$ cat src/rtl/bc_io_pkg.sv
// Shared definitions for the basic computer serial I/O ports.
// Holds the receiver FSM state encoding, the default bit period and the
// 8N1 frame constants. Imported by bc_input_port and later by the output port.
package bc_io_pkg;

  // Receiver FSM states.
  typedef enum logic [2:0] {
    IDLE      = 3'd0,
    START     = 3'd1,
    DATA      = 3'd2,
    STOP      = 3'd3,
    WAIT_HIGH = 3'd4
  } rx_state_e;

  // Default number of clk cycles per serial bit.
  localparam int BC_CLKS_PER_BIT = 16;

  // 8N1 frame: one start bit (0), eight data bits LSB first, one stop bit (1).
  localparam int   BC_DATA_BITS   = 8;
  localparam logic BC_IDLE_LEVEL  = 1'b1;
  localparam logic BC_START_LEVEL = 1'b0;
  localparam logic BC_STOP_LEVEL  = 1'b1;

endpackage

$ cat src/rtl/bc_sync2.sv
// Two-flop synchronizer for an asynchronous single-bit input.
// Both flops reset to 1 so an idle-high line reads idle straight out of reset.
// Ports:
//   clk   - system clock
//   rst_n - asynchronous active-low reset
//   d_i   - asynchronous input
//   q_o   - synchronized output, two cycles behind d_i
module bc_sync2 (
  input  logic clk,
  input  logic rst_n,
  input  logic d_i,
  output logic q_o
);

  logic meta_q;
  logic sync_q;

  always_ff @(posedge clk or negedge rst_n) begin
    if (!rst_n) begin
      meta_q <= 1'b1;
      sync_q <= 1'b1;
    end else begin
      meta_q <= d_i;
      sync_q <= meta_q;
    end
  end

  assign q_o = sync_q;

endmodule

$ cat src/rtl/bc_input_port.sv
// Input-device side of the basic computer FGI/INPR handshake.
// Receives 8N1 serial frames (LSB first) on rx_serial, presents each byte on
// INPR and raises FGI until the CPU's INP instruction acknowledges it.
// Ports:
//   clk       - system clock, all state rising-edge
//   rst_n     - asynchronous active-low reset
//   rx_serial - asynchronous serial line, idle high
//   inp_ack   - one-cycle pulse when INP executes; clears FGI and error flags
//   FGI       - 1 while INPR holds an unread byte
//   INPR      - received byte, updated only when a byte is delivered
//   overrun   - sticky: a byte completed while FGI=1 and was dropped
//   frame_err - sticky: a stop bit was sampled as 0
//   state_o   - current receiver FSM state (debug visibility)
// Handshake: FGI is a level flag owned by this block; inp_ack is a single-cycle
// acknowledge from the CPU. A byte arriving on the same cycle as inp_ack is
// delivered (FGI stays 1) and is not an overrun.
module bc_input_port
  import bc_io_pkg::*;
#(
  parameter int CLKS_PER_BIT = BC_CLKS_PER_BIT,
  parameter int DATA_BITS    = BC_DATA_BITS
) (
  input  logic                 clk,
  input  logic                 rst_n,
  input  logic                 rx_serial,
  input  logic                 inp_ack,
  output logic                 FGI,
  output logic [DATA_BITS-1:0] INPR,
  output logic                 overrun,
  output logic                 frame_err,
  output logic [2:0]           state_o
);

  localparam int CW = $clog2(CLKS_PER_BIT);
  localparam int BW = (DATA_BITS > 1) ? $clog2(DATA_BITS) : 1;

  // Last count of a full bit period, and of the half period used to land
  // the start-bit check in the middle of the start bit.
  localparam logic [CW-1:0] CLK_LAST  = CW'(CLKS_PER_BIT - 1);
  localparam logic [CW-1:0] HALF_LAST = CW'(CLKS_PER_BIT / 2 - 1);
  localparam logic [BW-1:0] BIT_LAST  = BW'(DATA_BITS - 1);

  logic rx_s;

  rx_state_e            state_q,     state_d;
  logic [CW-1:0]        clk_cnt_q,   clk_cnt_d;
  logic [BW-1:0]        bit_cnt_q,   bit_cnt_d;
  logic [DATA_BITS-1:0] shift_q,     shift_d;
  logic [DATA_BITS-1:0] inpr_q,      inpr_d;
  logic                 fgi_q,       fgi_d;
  logic                 overrun_q,   overrun_d;
  logic                 frame_err_q, frame_err_d;

  logic stop_good;
  logic stop_bad;

  bc_sync2 u_sync (
    .clk   (clk),
    .rst_n (rst_n),
    .d_i   (rx_serial),
    .q_o   (rx_s)
  );

  always_ff @(posedge clk or negedge rst_n) begin
    if (!rst_n) begin
      state_q     <= IDLE;
      clk_cnt_q   <= '0;
      bit_cnt_q   <= '0;
      shift_q     <= '0;
      inpr_q      <= '0;
      fgi_q       <= 1'b0;
      overrun_q   <= 1'b0;
      frame_err_q <= 1'b0;
    end else begin
      state_q     <= state_d;
      clk_cnt_q   <= clk_cnt_d;
      bit_cnt_q   <= bit_cnt_d;
      shift_q     <= shift_d;
      inpr_q      <= inpr_d;
      fgi_q       <= fgi_d;
      overrun_q   <= overrun_d;
      frame_err_q <= frame_err_d;
    end
  end

  always_comb begin
    state_d     = state_q;
    clk_cnt_d   = clk_cnt_q;
    bit_cnt_d   = bit_cnt_q;
    shift_d     = shift_q;
    inpr_d      = inpr_q;
    fgi_d       = fgi_q;
    overrun_d   = overrun_q;
    frame_err_d = frame_err_q;
    stop_good   = 1'b0;
    stop_bad    = 1'b0;

    unique case (state_q)
      IDLE: begin
        if (rx_s == BC_START_LEVEL) begin
          clk_cnt_d = '0;
          state_d   = START;
        end
      end

      START: begin
        if (clk_cnt_q == HALF_LAST) begin
          if (rx_s != BC_START_LEVEL) begin
            // Line went back high before mid-start-bit: glitch, ignore it.
            state_d = IDLE;
          end else begin
            clk_cnt_d = '0;
            bit_cnt_d = '0;
            state_d   = DATA;
          end
        end else begin
          clk_cnt_d = clk_cnt_q + CW'(1);
        end
      end

      DATA: begin
        if (clk_cnt_q == CLK_LAST) begin
          clk_cnt_d          = '0;
          shift_d[bit_cnt_q] = rx_s;
          if (bit_cnt_q == BIT_LAST) begin
            state_d = STOP;
          end else begin
            bit_cnt_d = bit_cnt_q + BW'(1);
          end
        end else begin
          clk_cnt_d = clk_cnt_q + CW'(1);
        end
      end

      STOP: begin
        if (clk_cnt_q == CLK_LAST) begin
          clk_cnt_d = '0;
          if (rx_s == BC_STOP_LEVEL) begin
            stop_good = 1'b1;
            state_d   = IDLE;
          end else begin
            stop_bad = 1'b1;
            state_d  = WAIT_HIGH;
          end
        end else begin
          clk_cnt_d = clk_cnt_q + CW'(1);
        end
      end

      WAIT_HIGH: begin
        // Hold off until the line returns idle so a break is not read as
        // a stream of start bits.
        if (rx_s == BC_IDLE_LEVEL) begin
          state_d = IDLE;
        end
      end

      default: begin
        state_d = IDLE;
      end
    endcase

    if (inp_ack) begin
      fgi_d       = 1'b0;
      overrun_d   = 1'b0;
      frame_err_d = 1'b0;
    end

    // Delivery overrides the ack's FGI clear; an ack on the same cycle
    // frees the slot so the new byte is accepted rather than dropped.
    if (stop_good) begin
      if (!fgi_q || inp_ack) begin
        inpr_d = shift_q;
        fgi_d  = 1'b1;
      end else begin
        overrun_d = 1'b1;
      end
    end

    // A frame error wins over a simultaneous ack.
    if (stop_bad) begin
      frame_err_d = 1'b1;
    end
  end

  assign FGI       = fgi_q;
  assign INPR      = inpr_q;
  assign overrun   = overrun_q;
  assign frame_err = frame_err_q;
  assign state_o   = state_q;

endmodule

$ cat config.mk
export PLATFORM = sky130hd
export DESIGN_NAME = bc_input_port
export DESIGN_NICKNAME = d
export VERILOG_FILES = /design/src/rtl/bc_io_pkg.sv /design/src/rtl/bc_sync2.sv /design/src/rtl/bc_input_port.sv
export SDC_FILE = /design/constraint.sdc
export NUM_CORES = 1
export LEC_CHECK = 0
export ABC_CLOCK_PERIOD_IN_PS = 1600
export BUFFER_PORTS_ARGS = -buffer_cell sky130_fd_sc_hd__buf_2
export CAP_MARGIN = 25
export CORE_UTILIZATION = 40
export CTS_CLUSTER_SIZE = 28
export DETAILED_ROUTE_END_ITERATION = 6
export PLACE_DENSITY_LB_ADDON = 0.3
export SLEW_MARGIN = 10
export SYNTH_ARGS = -nofsm -noshare
export SYNTH_HDL_FRONTEND = slang
export SYNTH_HIERARCHICAL = 1
export SYNTH_SLANG_ARGS = --single-unit
$ cat constraint.sdc
create_clock -name clk -period 1.6 [get_ports clk]
set_input_delay 0.32 -clock clk [delete_from_list [all_inputs] [get_ports clk]]
set_output_delay 0.32 -clock clk [all_outputs]
set_load 0.01 [all_outputs]
Yosys cells after proc, flatten, opt, wreduce, memory -nomap -nowiden
Index checks and enable logic that the tools add are counted.
{"block": "totals", "input_bits": 4, "word_cells": 76, "register_bits": 31}
{"block": "classes", "eq_ne": 15, "n_addsub": 2, "n_lt_le_gt_ge": 2, "n_reduce_logical": 12, "n_mux": 35}
{"cell": "$mux 3", "n": 11}
{"cell": "$mux 1", "n": 15}
{"cell": "$pmux 3 s5", "n": 1}
{"cell": "$ne 2x2->1 const B", "n": 7}
{"cell": "$mux 4", "n": 3}
{"cell": "$pmux 4 s3", "n": 1}
{"cell": "$bwmux 8", "n": 1}
{"cell": "$eq 3x2->1 const B", "n": 2}
{"cell": "$eq 3x3->1 const B", "n": 2}
{"cell": "$pmux 3 s2", "n": 1}
{"cell": "$reduce_and 6->1", "n": 1}
{"cell": "$reduce_and 5->1", "n": 1}
{"cell": "$add 4x1->4 const B", "n": 1}
{"cell": "$eq 4x3->1 const B", "n": 1}
{"cell": "$eq 4x4->1 const B", "n": 1}
{"cell": "$lt 3x4->1 const B", "n": 1}
{"cell": "$reduce_and 2->1", "n": 2}
{"cell": "$reduce_bool 2->1", "n": 2}
{"cell": "$add 3x1->3 const B", "n": 1}
{"cell": "$demux 1 s3", "n": 1}
{"cell": "$eq 3x1->1 const B", "n": 1}
{"cell": "$ge 3x1->1 const B", "n": 1}
{"cell": "$logic_not 3->1", "n": 1}
{"cell": "$reduce_bool 3->1", "n": 1}
{"cell": "other kinds (6)", "n": 6}

Depth between registers and ports, before layout
{"block": "logic_depth", "ltp_word": 5, "mapped_depth": 6, "depth_no_buf": 5}

Hierarchy
Netlist, hierarchy kept.
{"module": "bc_input_port", "instances": 1, "area_per_inst_um2": 1521.5, "seq_area_each_um2": 725.7, "cells_per_inst": 133}
{"module": "bc_sync2", "instances": 1, "area_per_inst_um2": 52.6, "seq_area_each_um2": 52.6, "cells_per_inst": 2}

Worst setup path before layout
Ideal clock, no wire load.
{"block": "synth_path", "path_type": "reg2reg", "start": "reg clk_cnt_q[0]", "end": "reg inpr_q[0], in the netlist INPR[0]", "t_arrival_ns": 1.520, "setup_slack_ns": -0.046, "stages_incl_launch_ff": 7, "period_less_slack_ns": 1.646, "required_ns": 1.475, "path_cell_list": "dfrtp_1 ha_1 and4_1 buf_6 o2111a_1 buf_6 mux2_4"}
{"block": "synth_between", "elab_chain_cells": 4}
{"element": "start, declared", "line": "bc_input_port.sv:46", "text": "logic [CW-1:0] clk_cnt_q, clk_cnt_d;"}
{"element": "start signal, assigned", "line": "bc_input_port.sv:76", "text": "clk_cnt_q <= clk_cnt_d;"}
{"element": "$eq 4x4->1", "line": "bc_input_port.sv:136", "text": "if (clk_cnt_q == CLK_LAST) begin"}
{"element": "$mux 1", "line": "bc_input_port.sv:136"}
{"element": "$mux 1", "line": "bc_input_port.sv:98", "text": "unique case (state_q)"}
{"element": "$reduce_and 2->1 (no source line)"}
{"element": "end signal, assigned", "line": "bc_input_port.sv:79", "text": "inpr_q <= inpr_d;"}
{"element": "end, declared", "line": "bc_input_port.sv:49", "text": "logic [DATA_BITS-1:0] inpr_q, inpr_d;"}
Every way passes these cells.
A chain may end at the register's enable or synchronous reset.

Worst setup path in the final report
{"block": "layout_path", "start": "reg bit_cnt_q[0]", "end": "reg bit_cnt_q[0]"}
{"block": "layout_between", "elab_chain_cells": 4}
{"element": "start, declared", "line": "bc_input_port.sv:47", "text": "logic [BW-1:0] bit_cnt_q, bit_cnt_d;"}
{"element": "start signal, assigned", "line": "bc_input_port.sv:77", "text": "bit_cnt_q <= bit_cnt_d;"}
{"element": "$add 3x1->3", "line": "bc_input_port.sv:128", "text": "bit_cnt_d = bit_cnt_q + BW'(1);"}
{"element": "$mux 3", "line": "bc_input_port.sv:125", "text": "if (bit_cnt_q == BIT_LAST) begin"}
{"element": "$mux 3", "line": "bc_input_port.sv:122", "text": "if (clk_cnt_q == CLK_LAST) begin"}
{"element": "$pmux 3 s2", "line": "bc_input_port.sv:98"}
Several ways; a longest one is shown, not always the timed one. The select of a mux whose other input is x is not followed.

==> results.md <==
- Die ar.: 4190 um^2
- Unrepaired setup endpoints after global routing: yes
- CTS tree: built
- Synth area leader: dfrtp_1
- Total track usage: 0.1895
- Worst EP required: between 1.5 and 2 ns
- Die W: 64.73 um
- Core area: 3716 um^2
- Synth warn: 6
- Crit share post-route: 0.9864
- Setup CP Type: reg2reg
- Cell count after synthesis: 135
- Final hold vios: 0
- DR vias: 1,209
- Worst-Margin Slew: 0.6779 ns
- Via-to-Cell Ratio: about 5.5
- CTS buffer count: 5
- Startpoint Class: flip-flop
- PD cells: 1257 nW/um^2
- Post-synthesis cell type count: 45
- Maximum vdd ir drop: 0.0006736 V
- Post-DP Area: 1814 um^2
- # port buffers: 17
- Mapped Area: 1574 um^2
- Final wirelength: 3344 um
- R2R Path End: bit_cnt_q[0]
- Period minus WS final: 1.578 ns
- GR Util met1: 0.2413
- Worst Reg-to-Reg Cells: 5
- Hold WC Path Type: in2async
- Busiest grt layer: met2
- Number of global-route vias before repair: 1,215
- Final Core Density: 0.5367
- RR Startpoint: bit_cnt_q[0]
- Crit path to: bit_cnt_q[0]
- Critical path capture point type: flip-flop
- Final HPWL DP: between 2000 and 2500 um
- Final setup fails: 0
- # hold bufs at CTS: 0
- M3 GR Usage: 0.05458
- Crit-path max FO: 2
- Syn nets: 142
- Largest net degree at the start of global routing: 32
- Pins Over Slew Limit: 0
- Final instance area: 1994 um^2
- Initial drt markers: 65
- Area growth, synth to finish: 26.71%
- Post-synth EDFFs: 0
- Sequential-to-total area share from yosys stat: 0.4944
- Htree depth: 2
- Row count: 22
- NumNets Final: between 150 and 200
- Synth top area cells: dfrtp_1, mux2_4, mux2_2, dfstp_2, nor2_1
- Worst R2R Setup Slack: 0.02 ns
- # IOs: 18
- Fill cell count: 339
- Clk sinks: 31
- Launch point of the worst path: bit_cnt_q[0]
- Post-DRT Antenna Nets: 0
- Syn Area/Cell: 11.66 um^2
- First-pass DRT Iterations: 4
- Slew headroom: 0.5481
- Top-area cell type share of the netlist area: 0.4610
- WL/cell: 15.27 um
- Antenna Diode Count: 0
- Reg clk slew, reported paths: 0.06 ns
- Met2 Resource Use GR: 0.2930
- Residual DRC count: 0
- Layout cells sized above 1: 0.4795
- Main synth FF type: dfrtp_1
- Leakage Power: 0.9326 nW
- Longest Clk Path Bufs: 2
- Non-filler instance count after layout: 219
- # Max-Cap Violations: 0
- GRT overflow: 0
- Antenna violations before repair: 0
- Die H: between 60 and 70 um
- Clock Skew: 0.003662 ns
- FFs w/ async S/R, synth: 1.000
- Placed Cells: roughly 210
- FMAX: about 630 MHz
- Clock Latency Late Sink: between 0.2 and 0.3 ns
- Initial Util: 0.4236
- Synthesized flop and latch total: 31
- Worst Path Arrival: 1.80 ns
- Root buf cell: clkbuf_8
- First-pass GRT wire length: roughly 5800 um
- Outcome: finished, final reports clean
- Placer Congestion: 0.8282
## cell usage in the layout, fill, tap and decap left out, types with 2 or more instances in the layout
cell,instances
nor2b_1,2
o21ai_0,4
nor4_2,2
a21oi_1,4
buf_4,20
dfrtp_1,27
nor2_1,11
clkbuf_8,6
nor4b_2,2
nand2b_1,2
buf_2,17
nor3_1,2
a22oi_1,3
nand4_1,6
inv_1,8
mux2_2,8
dfrtp_2,2
nand3_1,2
dfstp_2,2
mux2_4,8
ha_4,2
mux2i_1,3
o41ai_2,2
## critical path, cell delays in order (launching register included)
cell and delay, ns:
dfrtp_1 0.39, ha_2 0.20, ha_4 0.16, or4b_4 0.48, nor3b_2 0.17, a31o_2 0.12
## synth_stat cells, drive strengths merged, types with 2 or more instances
| library cell | count |
|---|---|
| nor2 | 11 |
| nor2b | 2 |
| inv | 8 |
| a21oi | 4 |
| o41ai | 2 |
| a22oi | 3 |
| nand3 | 2 |
| nand4 | 6 |
| o21ai | 4 |
| ha | 3 |
| nand2b | 2 |
| mux2i | 3 |
| buf | 6 |
| dfstp | 2 |
| nor4 | 2 |
| nor3 | 2 |
| dfrtp | 29 |
| clkbuf | 4 |
| mux2 | 16 |
| nor4b | 2 |
## report_power, final
part           switching [W]  total [W]  leakage, nW  internal, W
registers          0.0000923   0.000979        0.409     0.000887
logic               0.000469   0.000892        0.475     0.000423
clock network       0.000289   0.000636       0.0482     0.000346
## flip-flops by register name, summed over array words and instances, names as in the netlist
register       flops
clk_cnt_q          4
state_o            3
INPR               8
overrun            1
frame_err          1
bit_cnt_q          3
shift_q            8
u_sync/meta_q      1
FGI                1
u_sync/q_o         1
## cell families (layout without fill, tap and decap cells)
kind of cell | Yosys count | after routing | synth area share
xor gates and xnor gates | 1 | 1 | 0.005565
muxes | 19 | 19 | 0.1526
and+or+nand+nor | 39 | 39 | 0.1502
buffers and inverters | 18 | 54 | 0.06041
adders and majority gates | 3 | 3 | 0.02385
AOI/OAI and AO/OA | 24 | 24 | 0.1129
DFF | 31 | 31 | 0.4944
## how the worst min path moves through the flow
| stage | start | to | slack [ns] |
|---|---|---|---|
| floorplan | rst_n | FGI | 0.02 |
| global placement | u_sync/meta_q | u_sync/q_o | 0.35 |
| detailed placement | u_sync/meta_q | u_sync/q_o | 0.35 |
| CTS | rst_n | shift_q[3] | 0.1 |
| global route | rst_n | clk_cnt_q[2] | 0.12 |
| finish | rst_n | overrun | 0.07 |
## final cells by class
class                           instances  area (um^2)  area share
Timing Repair Buffer                   38        255.2      0.1280
Clock buffer                            7        86.33     0.04329
Sequential cell                        31        780.7      0.3915
Clock inverter                          1        5.005    0.002509
Inverter                                8        30.03     0.01506
Multi-Input combinational cell         86        777.0      0.3896
Tap cell                               48        60.06     0.03011
## repair_timing
action / in CTS / in global routing
endpoints found under the setup margin: 4 / 12
gates resized for setup: 6 / 7
setup buffers: 1 / 2
pin swaps: 1 / 3
## per-layer routing
metal | up-vias | wire (um)
met3 | 7 | 147
met2 | 34 | 1588
met1 | 602 | 1539
met5 | - | 0
met4 | 0 | 68
li1 | 566 | -
## metrics by stage
step / worst slack, ns / TNS [ns] / hold slack, ns / power [W]
floorplan: 0.002461 / 0 / 0.02441 / 0.001523
global placement: -0.009893 / -0.01061 / 0.3467 / 0.001765
detailed placement: -0.07214 / -0.1763 / 0.3472 / 0.001808
CTS: 0.007714 / 0 / 0.09512 / 0.002477
global route: -0.02403 / -0.02403 / 0.1246 / 0.002666
finish: 0.02171 / 0 / 0.06967 / 0.002507
Power figures use the tool's default switching activity.
